==> config.mk <==
export PLATFORM = sky130hd
export DESIGN_NAME = cache_port_arbiter
export DESIGN_NICKNAME = d
export VERILOG_FILES = /design/src/rtl/cache_port_arbiter.sv
export SDC_FILE = /design/constraint.sdc
export NUM_CORES = 1
export LEC_CHECK = 0
export ABC_AREA = 0
export CORE_AREA = 2 2 138 140
export DETAILED_ROUTE_END_ITERATION = 7
export DIE_AREA = 0 0 140 142
export PLACE_DENSITY_LB_ADDON = 0.15
export SYNTH_ARGS = -nofsm -noshare
export SYNTH_HDL_FRONTEND = slang
export SYNTH_SLANG_ARGS = --single-unit
==> constraint.sdc <==
create_clock -name clk -period 1.65 [get_ports clk]
set_input_delay 0.33 -clock clk [delete_from_list [all_inputs] [get_ports clk]]
set_output_delay 0.33 -clock clk [all_outputs]
set_load 0.005 [all_outputs]
==> src/rtl/cache_port_arbiter.sv <==
`default_nettype none
// ============================================================================
// Module   : cache_port_arbiter
// Purpose  : Shares the single AXI4-Lite style request port of the cache
//            between instruction fetch (requester 0) and load/store
//            (requester 1). One transaction is in flight at a time, and every
//            output comes straight from a register.
// Revision : 1.0  initial release
// ============================================================================
module cache_port_arbiter #(
    parameter int FIXED_PRIO = 0       // 0: round-robin on ties, 1: requester 0 wins ties
) (
    input  logic        clk,
    input  logic        rstn,

    // requester side
    input  logic [1:0]  rq_valid,
    output logic [1:0]  rq_ready,
    input  logic [1:0]  rq_we,
    input  logic [63:0] rq_addr,
    input  logic [63:0] rq_wdata,
    input  logic [7:0]  rq_wstrb,
    output logic [1:0]  rs_valid,
    input  logic [1:0]  rs_ready,
    output logic [31:0] rs_rdata,
    output logic        rs_err,

    // cache read channels
    output logic [31:0] c_araddr,
    output logic        c_arvalid,
    input  logic        c_arready,
    input  logic [31:0] c_rdata,
    input  logic [1:0]  c_rresp,
    input  logic        c_rvalid,
    output logic        c_rready,

    // cache write channels
    output logic [31:0] c_awaddr,
    output logic        c_awvalid,
    input  logic        c_awready,
    output logic [31:0] c_wdata,
    output logic [3:0]  c_wstrb,
    output logic        c_wvalid,
    input  logic        c_wready,
    input  logic [1:0]  c_bresp,
    input  logic        c_bvalid,
    output logic        c_bready,

    // status
    output logic        grant,
    output logic        busy
);

    typedef enum logic [2:0] {
        ST_IDLE  = 3'd0,
        ST_RADDR = 3'd1,
        ST_RDATA = 3'd2,
        ST_WADDR = 3'd3,
        ST_WRESP = 3'd4,
        ST_RESP  = 3'd5
    } state_t;

    state_t r_state;

    // Winner of the current arbitration and the fields it presents
    logic        w_pick;
    logic        w_we;
    logic [31:0] w_addr;
    logic [31:0] w_wdata;
    logic [3:0]  w_wstrb;

    // Write-side completion as seen at this edge: a channel is finished if
    // it already dropped its valid or it is handshaking right now
    logic        w_aw_done;
    logic        w_w_done;

    // Only the error bit (MSB) of the cache responses is meaningful here
    logic        w_unused_resp_lsb;

    assign w_unused_resp_lsb = c_rresp[0] ^ c_bresp[0];

    // Arbitration: a lone requester wins; on a tie either alternate with the
    // last winner or always favour instruction fetch
    always_comb begin
        w_pick = 1'b0;
        if (rq_valid == 2'b10) begin
            w_pick = 1'b1;
        end else if (rq_valid == 2'b11) begin
            w_pick = (FIXED_PRIO != 0) ? 1'b0 : ~grant;
        end
    end

    // Select the winning requester's request fields
    always_comb begin
        w_we    = w_pick ? rq_we[1]          : rq_we[0];
        w_addr  = w_pick ? rq_addr[63:32]    : rq_addr[31:0];
        w_wdata = w_pick ? rq_wdata[63:32]   : rq_wdata[31:0];
        w_wstrb = w_pick ? rq_wstrb[7:4]     : rq_wstrb[3:0];
    end

    assign w_aw_done = ~c_awvalid | c_awready;
    assign w_w_done  = ~c_wvalid  | c_wready;

    // Transaction sequencer; every port output is a register of this block
    always_ff @(posedge clk or negedge rstn) begin
        if (!rstn) begin
            r_state   <= ST_IDLE;
            rq_ready  <= 2'b00;
            rs_valid  <= 2'b00;
            rs_rdata  <= 32'd0;
            rs_err    <= 1'b0;
            c_araddr  <= 32'd0;
            c_arvalid <= 1'b0;
            c_rready  <= 1'b0;
            c_awaddr  <= 32'd0;
            c_awvalid <= 1'b0;
            c_wdata   <= 32'd0;
            c_wstrb   <= 4'd0;
            c_wvalid  <= 1'b0;
            c_bready  <= 1'b0;
            grant     <= 1'b1;       // requester 0 wins the first tie
            busy      <= 1'b0;
        end else begin
            // the accept strobe is a single-cycle pulse
            rq_ready <= 2'b00;

            case (r_state)
                ST_IDLE: begin
                    if (|rq_valid) begin
                        grant    <= w_pick;
                        rq_ready <= w_pick ? 2'b10 : 2'b01;
                        busy     <= 1'b1;
                        if (w_we) begin
                            c_awaddr  <= w_addr;
                            c_wdata   <= w_wdata;
                            c_wstrb   <= w_wstrb;
                            c_awvalid <= 1'b1;
                            c_wvalid  <= 1'b1;
                            r_state   <= ST_WADDR;
                        end else begin
                            c_araddr  <= w_addr;
                            c_arvalid <= 1'b1;
                            r_state   <= ST_RADDR;
                        end
                    end
                end

                ST_RADDR: begin
                    // the cache only pulses arready, so arvalid is held
                    // for as long as it takes
                    if (c_arready) begin
                        c_arvalid <= 1'b0;
                        c_rready  <= 1'b1;
                        r_state   <= ST_RDATA;
                    end
                end

                ST_RDATA: begin
                    if (c_rvalid) begin
                        c_rready <= 1'b0;
                        rs_rdata <= c_rdata;
                        rs_err   <= c_rresp[1];
                        rs_valid <= grant ? 2'b10 : 2'b01;
                        r_state  <= ST_RESP;
                    end
                end

                ST_WADDR: begin
                    // address and data channels complete independently,
                    // possibly on the same edge
                    if (c_awready) begin
                        c_awvalid <= 1'b0;
                    end
                    if (c_wready) begin
                        c_wvalid <= 1'b0;
                    end
                    if (w_aw_done && w_w_done) begin
                        c_bready <= 1'b1;
                        r_state  <= ST_WRESP;
                    end
                end

                ST_WRESP: begin
                    if (c_bvalid) begin
                        c_bready <= 1'b0;
                        rs_rdata <= 32'd0;
                        rs_err   <= c_bresp[1];
                        rs_valid <= grant ? 2'b10 : 2'b01;
                        r_state  <= ST_RESP;
                    end
                end

                ST_RESP: begin
                    // response fields stay frozen until the owner takes them
                    if (rs_ready[grant]) begin
                        rs_valid <= 2'b00;
                        busy     <= 1'b0;
                        r_state  <= ST_IDLE;
                    end
                end

                default: begin
                    r_state <= ST_IDLE;
                    busy    <= 1'b0;
                end
            endcase
        end
    end

`ifndef SYNTHESIS
    // Read and write requests never overlap on the cache port
    a_no_ar_aw: assert property (@(posedge clk) disable iff (!rstn)
        !(c_arvalid && c_awvalid));

    // Read data and write response are never accepted together
    a_no_r_b: assert property (@(posedge clk) disable iff (!rstn)
        !(c_rready && c_bready));

    // A response is only ever routed to one requester
    a_rs_onehot: assert property (@(posedge clk) disable iff (!rstn)
        rs_valid != 2'b11);
`endif

endmodule
`default_nettype wire

==> qor.yml <==
critical_path:
  cpMostUsedCell: "buf_12"
  slowest_stage: "or4_4"
  crit_required_ps: 1960
  crit_fanout: 15
  crit_path_max_incr_delay_ps: 570
  critPathLaunchType: "flop"
  path_cells: "or4_4 -> nor2_4 -> buf_12 -> buf_12 -> mux2_2"
  cp-end-kind: "flop"
  cp.arrival_ps: 2170
  path_class: "reg2reg"
status:
  status: "finished with violations"
  violations: "design-rule violations, negative setup slack"
logic_synthesis:
  avgSynthCellArea_sq_um: 13.2
  ys_seq_elements: 147
  yosysWarnings: 0
  synth-edff-count: 0
  syn_nets: 691
  synth-main-ff-cell: "dfrtp_1"
  async_flop_share: 1.00
  synthDistinctLibCells: 36
  synth_area_sq_mm: 0.00669
  ys_seq_area_frac: 0.550
  syn_inst: 506
placed_design:
  placed_cells: 1060
  pre_cts_ws_ps: -732
  gp_congestion: 0.810
  io_buffers: 326
  hpwl_um: 14100
floorplanning:
  core_sq_mm: 0.0185
  die_area_sq_mm: 0.0199
  start_util: 0.362
  die_h_um: 142
  die-width_um: 140
  ios: 329
  fp-row-count: 50
detailed_routing:
  routed_wl_um: 20400
  drtIter0Drc: 201
  vias: 5332
  drc: 24
  first_pass_iters: 7
  wire_per_inst_um: 18.1
  vias_per_cell: 4.73
  ant_nets: 0
sta:
  drv_slew: 0
  tightest_slew_ps: 372
  rsz0062_at_grt: "true"
  whs_ps: 308
  final_hold_viol_count: 0
  max_clock_freq_ghz: 0.535
  setup_viol: 102
  post-route-min-period_ps: 1870
  fin_crit_sh: 1.13
  setup_slack_ps: -218
  finalClockSkew_ps: 8.57
  max_slew_margin: 0.752
clock_network:
  clockBufferDepth: 2
  numCtsBuffers: 17
  cts.clk_slew.worst_paths_ps: 60
  clock_latency_ps: 430
  root_buffer: "clkbuf_16"
  htreeDepth: 4
  cts_tree: "done"
  clock-sinks: 147
finish:
  final_common_cell: "clkdlybuf4s50_1"
  layout_common_cells: "clkdlybuf4s50_1, dfrtp_1, mux2_2, mux2_4, dlymetal6s2s_1"
  instances_no_fill: 1128
  fin_nets: 1063
  syn_to_final_growth_pct: 75.0
  drive_above_1_share: 0.302
  fin_util: 0.634
  fillCellCount: 1408
grt:
  grt_pass1_wl_um: 29700
  grt_pass1_vias: 5587
  grt_usage: 0.192
  grt-ovfl-total: 0
  antenna_found_initial: 3
  grt_max_degree: 67
power:
  power_mw: 18.9
  power_leakage_nw: 6.04
  peakVddDrop_mv: 0.749
  powerDensity_mw_per_mm2: 1620
run:
  maxCapViolCount: 0
worst_hold_path:
  holdCritPathClass: "in2async"
-- Yosys cell counts (2+ instances only) --
library cell,n,area [sq um]
mux2i_1,2,20.0
a211o_1,2,17.5
clkbuf_1,17,63.8
mux2_4,29,435
nor2b_1,3,18.8
and3_1,2,12.5
nand3_1,3,15.0
a22o_1,2,17.5
o21ai_0,34,170
inv_1,5,18.8
buf_2,3,15.0
and2_1,2,12.5
a22oi_1,2,15.0
nor2_1,8,30.0
buf_6,11,124
mux2_2,139,1570
a2bb2oi_1,2,17.5
nand2_1,71,267
a21o_1,3,22.5
nand3b_1,2,15.0
dfrtp_1,146,3650
a21oi_1,4,20.0
-- routing by layer --
layer / routed length, um / track usage / share of wire / vias to the layer above
li1: - / - / - / 2522
met1: 8080 / 0.218 / 0.40 / 2584
met2: 10200 / 0.332 / 0.50 / 206
met3: 1790 / 0.0767 / 0.088 / 20
met4: 332 / 0.0675 / 0.016 / 0
met5: 0 / 0 / 0 / -
-- logic make-up (layout without fill, tap and decap cells) --
logic type,after synthesis,after routing,share of synthesized area
compound gates,56,56,0.0503
simple gates,95,95,0.0617
flops,147,147,0.550
buf+inv,37,422,0.0337
other cells,0,3,0
mux,171,171,0.304
-- flip-flops by register name (all words and copies together) (netlist names) --
name and count:
rs_err 1, c_awvalid 1, rs_valid 2, busy 1, c_rready 1, c_wstrb 4, grant 1, c_arvalid 1
c_awaddr 32, c_araddr 32, c_bready 1, c_wdata 32, rs_rdata 32, rq_ready 2, c_wvalid 1, r_state 3
-- final timing paths --
| kind | cells past startpoint | slack, ps | from | to |
|---|---|---|---|---|
| worst max-delay path | 5 | -220 | r_state[2] | c_wdata[8] |
| worst min-delay path | 2 | 310 | rstn | c_araddr[6] |
| worst max register to register | 5 | -220 | r_state[2] | c_wdata[8] |
| worst min register to register | 2 | 480 | rs_rdata[16] | rs_rdata[16] |
| max in group asynchronous | 3 | 700 | rstn | grant |
| min in group clk | 3 | 440 | c_rdata[0] | rs_rdata[0] |
-- final cells by class --
cell class	instances	area (sq um)	area share
Tap cell	234	293	0.0250
Sequential cell	147	3680	0.314
Multi-Input combinational cell	322	3010	0.257
Timing Repair Buffer	385	4130	0.353
Antenna cell	3	7.51	0.000641
Clock buffer	19	443	0.0378
Inverter	5	18.8	0.00160
Clock inverter	13	126	0.0108
-- power breakdown --
group          internal [mW]  leakage, nW  switching [mW]
clock                   2.14        0.272            1.59
sequential              5.38         1.78           0.962
combinational           5.78         3.99            3.09
total                   13.3         6.04            5.65
-- critical path: cells and delay by family, from the launching register on --
kind | cells | cell delay [ps]
AND/OR/NAND/NOR | 2 | 690
flip-flops | 1 | 380
multiplexers | 1 | 340
buffers and inverters | 2 | 330
-- what timing repair did --
item,CTS,global route
setup buffers,5,20
hold buffers,1,0
endpoints found under the setup margin,151,192
cloned,2,5
endpoints found under the hold margin,15,0
resized for setup,87,107
pin swaps,1,2
-- metrics by stage --
step / TNS (ps) / instance area (sq um)
floorplan: -15450 / 6720
global placement: -67910 / 10400
detailed placement: -70010 / 10400
CTS: -17280 / 11100
global route: -21200 / 11700
finish: -16430 / 11700
No activity file was read; power rests on OpenSTA's default activity.
